--- config.mk ---
export PLATFORM = sky130hd
export DESIGN_NAME = fifo_burst_reader
export DESIGN_NICKNAME = d
export VERILOG_FILES = /design/src/rtl/fifo_burst_reader.sv
export SDC_FILE = /design/constraint.sdc
export NUM_CORES = 1
export LEC_CHECK = 0
export BUFFER_PORTS_ARGS = -buffer_cell sky130_fd_sc_hd__buf_2
export CAP_MARGIN = 20
export CORE_MARGIN = 2
export CORE_UTILIZATION = 55
export DETAILED_ROUTE_END_ITERATION = 16
export HOLD_SLACK_MARGIN = 0.1
export PLACE_DENSITY_LB_ADDON = 0.15
export REMOVE_ABC_BUFFERS = 1
export SETUP_SLACK_MARGIN = 0.3
export SLEW_MARGIN = 10
export SYNTH_ARGS = -nofsm -noshare
export SYNTH_HDL_FRONTEND = slang
export SYNTH_SLANG_ARGS = --single-unit
--- constraint.sdc ---
create_clock -name i_clk -period 4.2 [get_ports i_clk]
set_input_delay 0.21 -clock i_clk [delete_from_list [all_inputs] [get_ports i_clk]]
set_output_delay 0.21 -clock i_clk [all_outputs]
set_load 0.02 [all_outputs]
--- src/rtl/fifo_burst_reader.sv ---
// Read-side burst engine for the synchronous FIFO: drains i_len words and streams
// them on a valid/ready port, with a 2-entry buffer hiding the FIFO's read latency.
module fifo_burst_reader #(
    parameter int DATA_WIDTH = 8,
    parameter int LEN_WIDTH  = 8
) (
    input  logic                  i_clk,
    input  logic                  i_rst_n,
    input  logic                  i_start,
    input  logic [LEN_WIDTH-1:0]  i_len,
    output logic                  o_busy,
    output logic                  o_done,
    output logic                  o_fifo_ren,
    input  logic                  i_fifo_empty,
    input  logic                  i_fifo_valid,
    input  logic [DATA_WIDTH-1:0] i_fifo_rdata,
    output logic                  o_valid,
    input  logic                  i_ready,
    output logic [DATA_WIDTH-1:0] o_data,
    output logic                  o_last
);

    localparam logic [1:0] ST_IDLE = 2'd0;
    localparam logic [1:0] ST_RUN  = 2'd1;
    localparam logic [1:0] ST_DONE = 2'd2;

    logic [1:0]            state_q, state_d;
    logic [LEN_WIDTH-1:0]  issue_left_q, issue_left_d;
    logic [LEN_WIDTH-1:0]  deliver_left_q, deliver_left_d;
    logic                  inflight_q;
    logic [1:0]            occ_q, occ_d;
    logic [DATA_WIDTH-1:0] buf_q [2];
    logic [DATA_WIDTH-1:0] buf_d [2];

    logic       pop;
    logic       push;
    logic [2:0] pending;

    assign pop     = o_valid & i_ready;
    // Data returning without a matching outstanding read is stale and dropped.
    assign push    = i_fifo_valid & inflight_q;
    assign pending = {1'b0, occ_q} + {2'b00, inflight_q};

    // Only issue a read when the buffer is guaranteed a free slot for its data.
    assign o_fifo_ren = (state_q == ST_RUN) && (issue_left_q != '0) && !i_fifo_empty
                        && (pending < (3'd2 + {2'b00, pop}));

    assign o_valid = (occ_q != 2'd0);
    assign o_data  = buf_q[0];
    assign o_last  = o_valid && (deliver_left_q == LEN_WIDTH'(1));
    assign o_busy  = (state_q == ST_RUN) || (state_q == ST_DONE);
    assign o_done  = (state_q == ST_DONE);

    always_comb begin
        state_d        = state_q;
        issue_left_d   = issue_left_q;
        deliver_left_d = deliver_left_q;
        case (state_q)
            ST_IDLE: begin
                if (i_start) begin
                    issue_left_d   = i_len;
                    deliver_left_d = i_len;
                    state_d        = (i_len != '0) ? ST_RUN : ST_DONE;
                end
            end
            ST_RUN: begin
                if (o_fifo_ren) begin
                    issue_left_d = issue_left_q - LEN_WIDTH'(1);
                end
                if (pop) begin
                    deliver_left_d = deliver_left_q - LEN_WIDTH'(1);
                    if (deliver_left_q == LEN_WIDTH'(1)) begin
                        state_d = ST_DONE;
                    end
                end
            end
            ST_DONE: state_d = ST_IDLE;
            default: state_d = ST_IDLE;
        endcase
    end

    // Entry 0 is always the head; a pop shifts entry 1 forward.
    always_comb begin
        buf_d[0] = buf_q[0];
        buf_d[1] = buf_q[1];
        occ_d    = occ_q + {1'b0, push} - {1'b0, pop};
        case ({push, pop})
            2'b10: buf_d[occ_q[0]] = i_fifo_rdata;
            2'b01: buf_d[0] = buf_q[1];
            2'b11: begin
                if (occ_q == 2'd1) begin
                    buf_d[0] = i_fifo_rdata;
                end else begin
                    buf_d[0] = buf_q[1];
                    buf_d[1] = i_fifo_rdata;
                end
            end
            default: ;
        endcase
    end

    always_ff @(posedge i_clk or negedge i_rst_n) begin
        if (!i_rst_n) begin
            state_q        <= ST_IDLE;
            issue_left_q   <= '0;
            deliver_left_q <= '0;
            inflight_q     <= 1'b0;
            occ_q          <= 2'd0;
            for (int i = 0; i < 2; i++) begin
                buf_q[i] <= '0;
            end
        end else begin
            state_q        <= state_d;
            issue_left_q   <= issue_left_d;
            deliver_left_q <= deliver_left_d;
            inflight_q     <= o_fifo_ren;
            occ_q          <= occ_d;
            for (int i = 0; i < 2; i++) begin
                buf_q[i] <= buf_d[i];
            end
        end
    end

    a_no_overflow: assert property (@(posedge i_clk) disable iff (!i_rst_n)
                                    !(push && !pop && (occ_q == 2'd2)));

endmodule

### Yosys cells after proc, flatten, opt, wreduce, memory -nomap -nowiden

Cells that the tools add are included.

* logic and storage cells: 66
* output and inout port bits: 13
* register bits after elaboration: 37

* order comparisons: 3
* add/subtract/negate cells: 6
* equality and inequality tests: 12
* reductions and logical operators: 18
* mux-type cells: 17
* bitwise logic cells: 3

Operator list (count)
* $mux 8: 6
* $pmux 8 s2: 3
* $pmux 8 s3: 1
* $bwmux 16: 1
* $reduce_bool 8->1: 2
* $sub 8x1->8 const B: 2
* $ne 2x2->1 const B: 5
* $reduce_and 3->1: 3
* $demux 8 s1: 1
* $eq 8x1->1 const B: 1
* $mux 2: 4
* $eq 2x1->1 const B: 3
* $eq 2x2->1 const B: 3
* $reduce_bool 2->1: 3
* $logic_and 1x1->1: 5
* $pmux 2 s2: 1
* $add 2x1->3: 1
* $add 2x1->3 const A: 1
* $lt 3x3->1: 1
* $reduce_bool 3->1: 1
* $add 2x1->2: 1
* $and 1x1->1: 2
* $ge 2x2->1 const B: 1
* $logic_not 2->1: 1
* 6 further kinds: 6

### Logic depth before layout (Yosys ltp)

Gate-level depths: netlist (run 1).

* word-level depth: 7
* depth in mapped cells: 10
* depth with buffers taken out: 7

### Least setup slack after synthesis (run 1)

No wires, ideal clock.

* path type: flip-flop to flip-flop
* from: register state_q[1]
* to: register issue_left_q[5]
* slack: 1.766 ns
* arrival: 2.308 ns
* stages on the path, launching flop included: 8
* data required time: 4.074 ns
* buffers on the path: 0
* setup time: 0.126 ns
* cells stage by stage: dfrtp_1 inv_1 ha_1 inv_2 or3_4 or4_4 or4_1 a311o_1

* cells in the longest elaborated chain, start to end: 6
* elaborated cells on any way between the ends: 10
* classes of those cells: eq/ne: 3; mux: 1; reduce/logical: 6

Ends and longest elaborated chain
* start, declared: line 27 `logic [1:0] state_q, state_d;`
* start signal, assigned: line 113 `state_q <= state_d;`
* $eq 2x1->1: line 45, 58
* $logic_and 1x1->1 (2 in series): line 45 `assign o_fifo_ren = (state_q == ST_RUN) && (issue_left_q != '0) && !i_fifo_empty`
* $logic_and 1x1->1: line 46 `&& (pending < (3'd2 + {2'b00, pop}));`
* $ne 2x2->1 (no line)
* $reduce_and 3->1 (no line)
* end signal, assigned: line 114 `issue_left_q <= issue_left_d;`
* end, declared: line 28 `logic [LEN_WIDTH-1:0] issue_left_q, issue_left_d;`

Parallel ways exist; a longest one is shown, timed or not.
A chain may end at the register's enable or synchronous reset.

### Worst setup path in the final report (run 1)

* from: register occ_q[0]
* to: register buf_q (netlist bit o_data[3])

* cells in the longest elaborated chain, start to end: 7
* elaborated cells on any way between the ends: 16
* classes of those cells: order compare: 2; eq/ne: 4; mux: 5; bitwise: 2; reduce/logical: 3

Ends and longest elaborated chain
* start, declared: line 31 `logic [1:0] occ_q, occ_d;`
* start signal, assigned: line 108 `occ_q <= 2'd0;`
* start signal, assigned: line 117 `occ_q <= occ_d;`
* $not 1->2 (implied by the code): line 88 `2'b10: buf_d[occ_q[0]] = i_fifo_rdata;`
* $ge 2x2->1 (implied by the code) or $lt 2x1->1 (tied branches): line 88
* $logic_and 1x1->1 (implied by the code): line 88
* $mux 8 (implied by the code): line 88
* $demux 8 s1: line 88
* $bwmux 16: line 88
* $pmux 8 s3: line 87 `case ({push, pop})`
* end signal, assigned by index: line 119 `buf_q[i] <= buf_d[i];`
* end, declared: line 32 `logic [DATA_WIDTH-1:0] buf_q [2];`

Parallel ways exist; a longest one is shown, timed or not.

==> results.md, run 1 <==
* Die X at between 70 and 80 um
* Pwr Density at 700 nW/um2
* Post-Synthesis Cells at 275
* Average size of a mapped cell at between 8 and 9 um2
* Post-DRT Antenna Nets at 0
* CTS max path bufs at 2
* Final hold slack at 0.177 ns
* Io pins at 35
* Initial antenna violation count at 0
* Worst-path fanout max at 22
* Drt pass-1 iters at 4
* Most frequent cells in the layout: dfrtp_1, buf_2, a21oi_1
* Period utilization at 75.0%
* First-pass GRT wire length at ~10 mm
* Synth Area in XOR/XNOR at 0.716%
* Most common cell after layout, fill and taps aside: dfrtp_1
* Mapped Area at 2440 um2
* Clk slew on worst S/H paths at 0.08 ns
* Setup TNS at 0 ns
* # port buffers at 34
* RSZ-0062 raised after global routing: no
* NumNets Final at 336
* Seq/Total Area, Yosys at between 30% and 40%
* Largest net degree at the start of global routing at 38
* Crit. End Element: flop
* Post-CTS setup buffer count at 0
* Yosys warnings at 0
* CP Data Required Time at 4.39 ns
* Vias in the first global route at between 2,000 and 2,500
* Post-cts resize count at 0
* Final setup fails at 0
* Share of cells above drive strength 1 at 18.3%
* DR iter-0 viols at 193
* FP Rows at 24
* Post-synth EDFFs at 0
* Layout Cells excl Fill at 352
* Worst skew pair latency at 0.29 ns
* Clock Skew at 0.00433 ns
* Worst-Margin Slew at around 0.82 ns
* Cell area after layout at about 2700 um2
* Fin. Hold Viols at 0
* Die H at 70.7 um
* Total GRT Usage at between 20% and 30%
* Routability cong. at 0.836
* Total number of H-tree levels at 2
* Post-synth ARST share at 100%
* Adder-Cell Fraction of Synth Area at 7.68%
* Number of vias per cell at approximately 6.3
* Initial Utilization at 56.5%
* Ys flop type: dfrtp_1
* Worst Path Arrival at between 3 and 4 ns
* CTS Buf Count at 5
* Dpl cells at 342
* Diodes inserted at 0
* Distinct cells, synth at 48
* Final Max Tran Viols at 0
* Root buffer cell: clkbuf_8
* Rel. slew slack at 45.4%
* Max Cap Viol at 0
* Max IR drop VDD at between 0.4 and 0.5 mV
* Post-cts hold buffer count at 1
* Layout area overhead at 9.62%
* Status: complete, no violations
* Die area at 4990 um2
* Core Footprint at 4320 um2
* CTS tree: built
* Synth Area in Simple Gates at 17.8%
* Multiplexer area fraction after synthesis at under 10%
* Fmax at 317 MHz
* Number of remaining DRC errors at 0
* Fin crit period at 3.15 ns
* Critical path type: flop to flop
* Post-synthesis compound-gate area fraction at 27.3%
* Post-layout util at 62.0%
* FF+latch count, synth at 37
* Largest family of logic cells by synthesized area: compound AO/OA/AOI/OAI gates
* Area after DPL at 2580 um2
* CP startpoint kind: flop
* Total Routed Length at between 5 and 6 mm
* Vias at 2,222
* Placed wire-length estimate at roughly 4.2 mm
* P_leak at approximately 1.2 nW
* Grt total ovfl at 0
* Hold crit path type: input pin to flop
* Clock tree sinks at 37
* WL/cell at around 16 um
==> state kept, by name, summed over array words and instances, names as in the netlist <==
name,flops
inflight_q,1
buf_q,8
o_data,8
deliver_left_q,8
issue_left_q,8
occ_q,2
state_q,2
==> final timing paths <==
| check | startpoint | cells past startpoint | end | slack, ns |
|---|---|---|---|---|
| max | occ_q[0] | 7 | o_data[3] | 1.05 |
| min | i_len[7] | 3 | issue_left_q[7] | 0.18 |
| max reg2reg | occ_q[0] | 7 | o_data[3] | 1.05 |
| min reg2reg | o_data[2] | 2 | o_data[2] | 0.48 |
| max in group asynchronous | i_rst_n | 2 | buf_q[4] | 3.14 |
| min in group asynchronous | i_rst_n | 2 | deliver_left_q[5] | 0.55 |
==> final cells by class <==
type,instances,area (um2)
Multi-Input combinational cell,207,1370
Clock inverter,2,10.0
Sequential cell,37,926
Clock buffer,6,72.6
Fill cell,406,1640
Inverter,11,41.3
Timing Repair Buffer,37,195
Tap cell,52,65.1
==> cells in the mapped netlist, types with 7 or more instances <==
master	number	area, um2
o22ai_1	21	131
o31ai_1	7	52.6
a21oi_1	24	120
o21ai_0	11	55.1
nor3_1	8	40.0
a31oi_1	9	56.3
dfrtp_1	37	926
a211oi_1	17	128
buf_4	8	60.1
nor2_1	13	48.8
clkbuf_1	10	37.5
nor2b_1	9	56.3
inv_1	9	33.8
nand2_1	19	71.3
ha_1	15	188
==> per-layer routing <==
metal  vias up  share of wire [%]  global-route usage, %
met5         -                  0                      0
met4         0               0.97                   7.55
met3         5                4.9                   3.56
met2        60                 44                   36.8
met1      1076                 50                   37.5
li1       1081                  -                      -
==> worst max-delay path: stages (launching register included) <==
cell,delay [ns]
dfrtp_1,0.78
o21ai_2,0.24
clkinv_1,0.26
ha_1,0.65
o21ai_0,0.25
nand2b_1,0.43
a31oi_1,0.15
o31ai_1,0.28
==> logic make-up (layout without fill, tap and decap cells) <==
logic type,Yosys count,in the layout
AOI/OAI and AO/OA,104,104
xor gates and xnor gates,2,2
adders and majority gates,15,15
buffers and inverters,31,56
DFF,37,37
muxes,6,6
and+or+nand+nor,80,80
==> power breakdown <==
part	total [mW]	internal [mW]	switching (mW)
sequential	0.697	0.513	0.185
clock	0.247	0.115	0.132
combinational	0.933	0.378	0.554
==> stage by stage <==
stage	worst slack (ns)	power (mW)
3_3_place_gp	1.29	1.59
3_5_place_dp	1.13	1.62
5_1_grt	0.643	2.04
2_1_floorplan	1.40	1.35
4_1_cts	1.14	1.87
6_report	1.05	1.88
Note: power is estimated with default switching activity, not from simulation.
==> run 2, diff against run 1 <==
- ABC_AREA: unset -> 1
- CORE_UTILIZATION: 55 -> 52
- clock period: 4.2 -> 2.8 ns (I/O delays scaled with it)
==> results.md, run 2 <==
* Status: complete, no violations
* Clock share of power at 12.7% (-0.5 points)
* Most frequent cells in the layout: nand2_1, inv_1, dfrtp_1
* Sw Pwr at 1.57 mW (+80%)
* Pwr Density at 1120 nW/um2 (+60%)
* Die H at 74.4 um (+5.3%)
* Post-synth ARST share at 100% (unchanged)
* Pint at 1.62 mW (+61%)
* FF+latch count, synth at 37 (unchanged)
* Cell area after layout at 2850 um2 (+6.3%)
* Worst path max stage delay at 0.45 ns (-0.33 ns)
* Area after DPL at 2730 um2 (+5.9%)
* Die X at 74.4 um (+5.3%)
* Clk slew on worst S/H paths at 0.08 ns (about the same)
* WP depth at 9 (+2)
* Total number of H-tree levels at 2 (unchanged)
* Vias in the first global route at 2,009 (-1.0%)
* Post-Synthesis Cells at 351 (+28%)
* Root buffer cell: clkbuf_8
* Post-synth EDFFs at 0 (unchanged)
* Io pins at 35 (unchanged)
* CTS tree: built
* P_leak at 1.53 nW (+30%)
* Post-DRT Antenna Nets at 0 (unchanged)
* Worst skew pair latency at 0.29 ns (about the same)
* Drt pass-1 iters at 4 (unchanged)
* Number of remaining DRC errors at 0 (unchanged)
* Max stage delay cell, worst path: a21oi_1
* Reg power frac at 30.0% (-7.1 points)
* Hold path startpoint: i_fifo_rdata[4]
* Hold crit path type: input pin to flop
* WL/cell at 12.1 um (-27%)
* # port buffers at 34 (unchanged)
* Top post-synthesis cells by area: dfrtp_1, nand2_1, ha_1
* Fmax at 465 MHz (+46%)
* Max IR drop VDD at 0.831 mV (+94%)
* Number of vias per cell at 4.97 (-21%)
* Largest net degree at the start of global routing at 38 (unchanged)
* First-pass GRT wire length at 9.29 mm (-5.7%)
* Grt total ovfl at 0 (unchanged)
* Diodes inserted at 0 (unchanged)
* Routability cong. at 0.865 (+3.4%)
* FP Rows at 25 (+4.2%)
* Placed wire-length estimate at 3.96 mm (-4.8%)
* Initial Utilization at 54.2% (-2.3 points)
* Critical path type: flop to flop
* Worst-Margin Slew at 0.837 ns (+0.0181 ns)
* CP startpoint kind: flop
* Rel. slew slack at 44.2% (-1.2 points)
* Crit. End Element: flop
* CTS Buf Count at 5 (unchanged)
* Die area at 5540 um2 (+11%)
* CTS max path bufs at 2 (unchanged)
* Final setup fails at 0 (unchanged)
* Average size of a mapped cell at 7.35 um2 (-17%)
* RSZ-0062 raised after global routing: no
* Period utilization at 76.9% (+1.9 points)
* Clock tree sinks at 37 (unchanged)
* Final Max Tran Viols at 0 (unchanged)
* Post-CTS setup buffer count at 0 (unchanged)
* Synth top area share at 35.9% (-2.0 points)
* Worst reg2reg path depth at 9 (+2)
* CP Data Required Time at 2.98 ns (-1.41 ns)
* Final hold slack at 0.118 ns (-0.0595 ns)
* Ys flop type: dfrtp_1
* Top cell types by occurrence after synthesis: nand2_1, dfrtp_1, inv_1, o21ai_0, nor2_1
* DR iter-0 viols at 128 (-34%)
* Total Power at 3.19 mW (+70%)
* Core Footprint at 4750 um2 (+10%)
* Part of the power in combinational logic at 57.3% (+7.6 points)
* Buffers plus inverters on the worst setup path at 2 (+1)
* Initial antenna violation count at 0 (unchanged)
* Most common cell after layout, fill and taps aside: nand2_1
* Total GRT Usage at 21.7% (-3.0 points)
* Crit path from: occ_q[0]
* Fin. Hold Viols at 0 (unchanged)
* Family with the most delay on the worst path: compound AO/OA/AOI/OAI gates
* Fin crit period at 2.15 ns (-0.998 ns)
* Max Cap Viol at 0 (unchanged)
* CP Cell Sequence: inv_2 > nand2_4 > nand2_4 > inv_2 > ha_1 > a21oi_1 > o21ai_0 > nand2_1 > nand2_1
* Setup TNS at 0 ns (unchanged)
* Worst-path fanout max at 19 (-14%)
* Worst Path Arrival at 2.33 ns (-1.01 ns)
* Sw Share at 49.3% (+2.9 points)
* WHS Path Cells at 3 (unchanged)
* Distinct cells, synth at 32 (-33%)
* Leading area contributor after synthesis: dfrtp_1
* Seq/Total Area, Yosys at 35.9% (-2.0 points)
* Share of cells above drive strength 1 at 19.1% (+0.78 points)
* Clock Skew at 0.00885 ns (+0.00452 ns)
* Mapped Area at 2580 um2 (+5.5%)
* Layout area overhead at 10.4%
* Yosys warnings at 0 (unchanged)
* Vias at 2,232 (+0.45%)
* Most frequent cell after synthesis: nand2_1
* Worst setup margin at 0.648 ns (-0.402 ns)
* Worst reg2reg path startpoint: occ_q[0]
* Total Routed Length at 5.42 mm (-6.6%)
* NumNets Final at 418 (+24%)
* DP Worst Slack at 0.708 ns (-0.425 ns)
run 2: cell count changes after synthesis, moves of 10 or more:
cell / previous run / this run
a211oi_1: 17 / 0
clkbuf_1: 10 / 0
inv_1: 9 / 37
nand2_1: 19 / 108
nand3_1: 6 / 21
nor2_1: 13 / 25
o21ai_0: 11 / 26
o22ai_1: 21 / 0
run 2: power groups by stage:
| stage | clock [mW] | sequential [mW] | combinational, mW |
|---|---|---|---|
| 2_1_floorplan | 0 | 0.987 | 1.35 |
| 3_3_place_gp | 0 | 0.963 | 1.80 |
| 3_5_place_dp | 0 | 0.964 | 1.83 |
| 4_1_cts | 0.415 | 0.956 | 1.83 |
| 5_1_grt | 0.440 | 0.993 | 2.10 |
| 6_report | 0.404 | 0.958 | 1.83 |
run 2: worst reg2reg max path: stages (launching register included):
cell and delay, ns:
dfrtp_1 0.44, inv_2 0.24, nand2_4 0.10, nand2_4 0.19
inv_2 0.09, ha_1 0.23, a21oi_1 0.45, o21ai_0 0.15
nand2_1 0.09, nand2_1 0.06
run 2: cell families (layout without fill, tap and decap cells):
logic type,count (synthesis),count (layout),share of synthesized area (%)
XOR/XNOR,4,4,1.36
AO/OA/AOI/OAI,63,63,14.1
AND/OR/NAND/NOR,174,174,30.4
adder cells (fa/ha/maj),15,15,7.28
flip-flops,37,37,35.9
buffers and inverters,58,89,11.0
run 2: routing by layer:
metal  vias to the layer above  part of all wire (%)  GRT usage [%]  wire (um)
met1                      1019                    52           32.5       2810
met3                         7                   3.5           4.88        189
met2                        35                    43           31.3       2360
met5                         -                     0              0          0
li1                       1171                     -              -          -
met4                         0                   1.2           6.55         67
run 2: final timing paths:
| check | end | slack [ns] |
|---|---|---|
| max | o_data[6] | 0.65 |
| min | buf_q[4] | 0.12 |
| max reg2reg | o_data[6] | 0.65 |
| min reg2reg | o_data[0] | 0.48 |
| max in group asynchronous | deliver_left_q[4] | 1.79 |
| min in group asynchronous | issue_left_q[5] | 0.48 |
run 2: area by class of cell:
cell class	instances	area, um2
Clock buffer	6	82.6
Fill cell	454	1910
Clock inverter	2	13.8
Inverter	43	166
Multi-Input combinational cell	256	1370
Timing Repair Buffer	38	205
Tap cell	67	83.8
Sequential cell	37	926
run 2: timing repair:
action / in CTS / in global routing
gates resized for setup: 0 / 0
endpoints found under the hold margin: 38 / 0
hold buffers: 2 / 0
run 2: through the flow:
step | std cells | util [%]
2_1_floorplan | 336 | -
3_3_place_gp | 439 | 57.4
3_5_place_dp | 439 | 57.4
4_1_cts | 449 | 59.9
5_1_grt | 449 | 59.9
6_report | 449 | 59.9
==> run 3, diff against run 2 <==
- CORE_UTILIZATION: 52 -> 55
- clock period: 2.8 -> 2.15 ns (I/O delays scaled with it)
==> results.md, run 3 (synthesis gave the netlist of run 2 again) <==
* Fillers at 406 (-11%)
* DR iter-0 viols at 188 (+47%)
* Sw Share at 49.0% (-0.28 points)
* CP most frequent cell: ha_1
* Die H at 72.5 um (-2.6%)
* CP startpoint kind: flop
* Core Footprint at 4440 um2 (-6.5%)
* Rel. slew slack at 43.1% (-1.1 points)
* Hold path startpoint: i_fifo_rdata[6]
* CTS tree: built
* Clock share of power at 11.0% (-1.7 points)
* Part of the power in combinational logic at 59.0% (+1.7 points)
* Final setup fails at 0 (unchanged)
* First-pass GRT wire length at 9.48 mm (+2.1%)
* RSZ-0062 raised after global routing: no
* Die X at 72.5 um (-2.6%)
* Status: complete, no violations
* Crit. End Element: primary output
* Most frequent cells in the layout: nand2_1, inv_1, dfrtp_1
* Setup TNS at 0 ns (unchanged)
* Layout Cells excl Fill at 443 (-1.3%)
* Fmax at 569 MHz
* CP Cell Sequence: ha_1 > ha_1 > nor3_2 > nand3_2 > inv_1 > buf_4
* Hold crit path type: input pin to flop
* CTS Buf Count at 5 (unchanged)
* FP Rows at 24 (-4.0%)
* Diodes inserted at 0 (unchanged)
* Initial Utilization at 58.0% (+3.8 points)
* Dpl cells at 425 (-3.2%)
* Post-DRT Antenna Nets at 0 (unchanged)
* P_leak at 1.56 nW (+2.3%)
* Worst reg2reg path startpoint: occ_q[0]
* Drt pass-1 iters at 4 (unchanged)
* Most common cell after layout, fill and taps aside: nand2_1
* Pwr Density at 1420 nW/um2 (+27%)
* Vias in the first global route at 2,017 (+0.40%)
* Placed wire-length estimate at 3.95 mm (-0.15%)
* Total GRT Usage at 22.9% (+1.2 points)
* Pint at 2.13 mW (+31%)
* Register area at 927 um2 (+0.14%)
* Max IR drop VDD at 0.760 mV (-8.6%)
* Clock Skew at 0.00769 ns (-0.00116 ns)
* Worst-path fanout max at 4 (-15)
* Largest net degree at the start of global routing at 38 (unchanged)
* Number of remaining DRC errors at 0 (unchanged)
* Layout area overhead at 13.6%
* Total number of H-tree levels at 2 (unchanged)
* CP Data Required Time at 2.04 ns (-0.94 ns)
* Clk slew on worst S/H paths at 0.08 ns (about the same)
* Routability cong. at 0.879 (+1.6%)
* Total Routed Length at 5.58 mm (+2.9%)
* Period utilization at about four fifths
* Sw Pwr at 2.04 mW (+30%)
* Number of vias per cell at 5.10 (+2.6%)
* NumNets Final at 429 (+2.6%)
* # port buffers at 34 (unchanged)
* Crit path from: occ_q[0]
* Die area at 5250 um2 (-5.2%)
* Fin crit period at 1.76 ns
* CTS max path bufs at 2 (unchanged)
* Initial antenna violation count at 0 (unchanged)
* Worst skew pair latency at 0.29 ns (about the same)
* Share of cells above drive strength 1 at 20.7% (+1.6 points)
* Max Cap Viol at 0 (unchanged)
* Grt total ovfl at 0 (unchanged)
* Worst Path Arrival at 1.65 ns (-0.68 ns)
* Worst path max stage delay at 0.45 ns (about the same)
* Vias at 2,259 (+1.2%)
* Fin. Hold Viols at 0 (unchanged)
* Io pins at 35 (unchanged)
* Clock tree sinks at 37 (unchanged)
* WL/cell at 12.6 um (+4.3%)
* Max stage delay cell, worst path: dfrtp_2
* Worst-Margin Slew at 0.854 ns (+0.0169 ns)
* Multi-input gate area at 1380 um2 (+1.0%)
* Root buffer cell: clkbuf_8
* Critical path type: flop to primary output
* Reg power frac at 30.0% (about the same)
* Final Max Tran Viols at 0 (unchanged)
run 3: through the flow:
| stage | total power [mW] | hold WS (ns) | area [um2] | worst slack [ns] | utilization (%) |
|---|---|---|---|---|---|
| finish | 4.17 | 0.107 | 2930 | 0.392 | 65.9 |
| detailed placement | 3.63 | 0.269 | 2720 | 0.155 | 61.2 |
| global route | 4.60 | 0.110 | 2930 | 0.253 | 65.9 |
| CTS | 4.13 | 0.103 | 2890 | 0.323 | 65.0 |
| floorplan | 3.04 | -0.188 | 2460 | 0.127 | - |
| global placement | 3.59 | 0.260 | 2720 | 0.224 | 61.2 |
run 3: routing by layer:
layer | routed length, um | vias to the layer above | track usage (%)
met5 | 0 | - | 0
met4 | 42 | 0 | 5.35
met3 | 274 | 4 | 4.72
met2 | 2430 | 49 | 33.9
met1 | 2830 | 1018 | 34.5
li1 | - | 1188 | -
run 3: final timing paths:
check,to,slack [ns],cells after the start
setup / recovery,o_fifo_ren,0.39,6
hold / removal,buf_q[6],0.11,3
setup reg to reg,buf_q[0],0.43,10
hold reg to reg,o_data[0],0.48,2
max in group asynchronous,occ_q[0],1.10,2
min in group asynchronous,issue_left_q[4],0.45,2
run 3: layout make-up:
cell class	instances	area share, %
multi-input cells	256	47.2
inverters	43	5.94
clock buffers	5	2.35
well taps	52	2.22
repair buffers	49	10.4
clock inverters	1	0.171
flip-flops and latches	37	31.7
run 3: power by group through the flow:
stage / clock network, mW / registers, mW / logic (mW)
global route: 0.492 / 1.29 / 2.82
floorplan: 0 / 1.29 / 1.76
detailed placement: 0 / 1.26 / 2.37
CTS: 0.467 / 1.25 / 2.42
finish: 0.458 / 1.25 / 2.46
global placement: 0 / 1.25 / 2.34
run 3: what timing repair did:
item | in CTS | in global routing
endpoints found under the setup margin | 16 | 16
gates resized for setup | 3 | 6
pin swaps | 0 | 1
endpoints found under the hold margin | 44 | 0
hold buffers | 8 | 0
setup buffers | 1 | 3
run 3: worst max-delay path: cells and delay by family (launching register included):
family,cells,cell delay [ns]
buffers and inverters,2,0.22
flip-flops,1,0.45
AND/OR/NAND/NOR,2,0.30
adder cells (fa/ha/maj),2,0.39
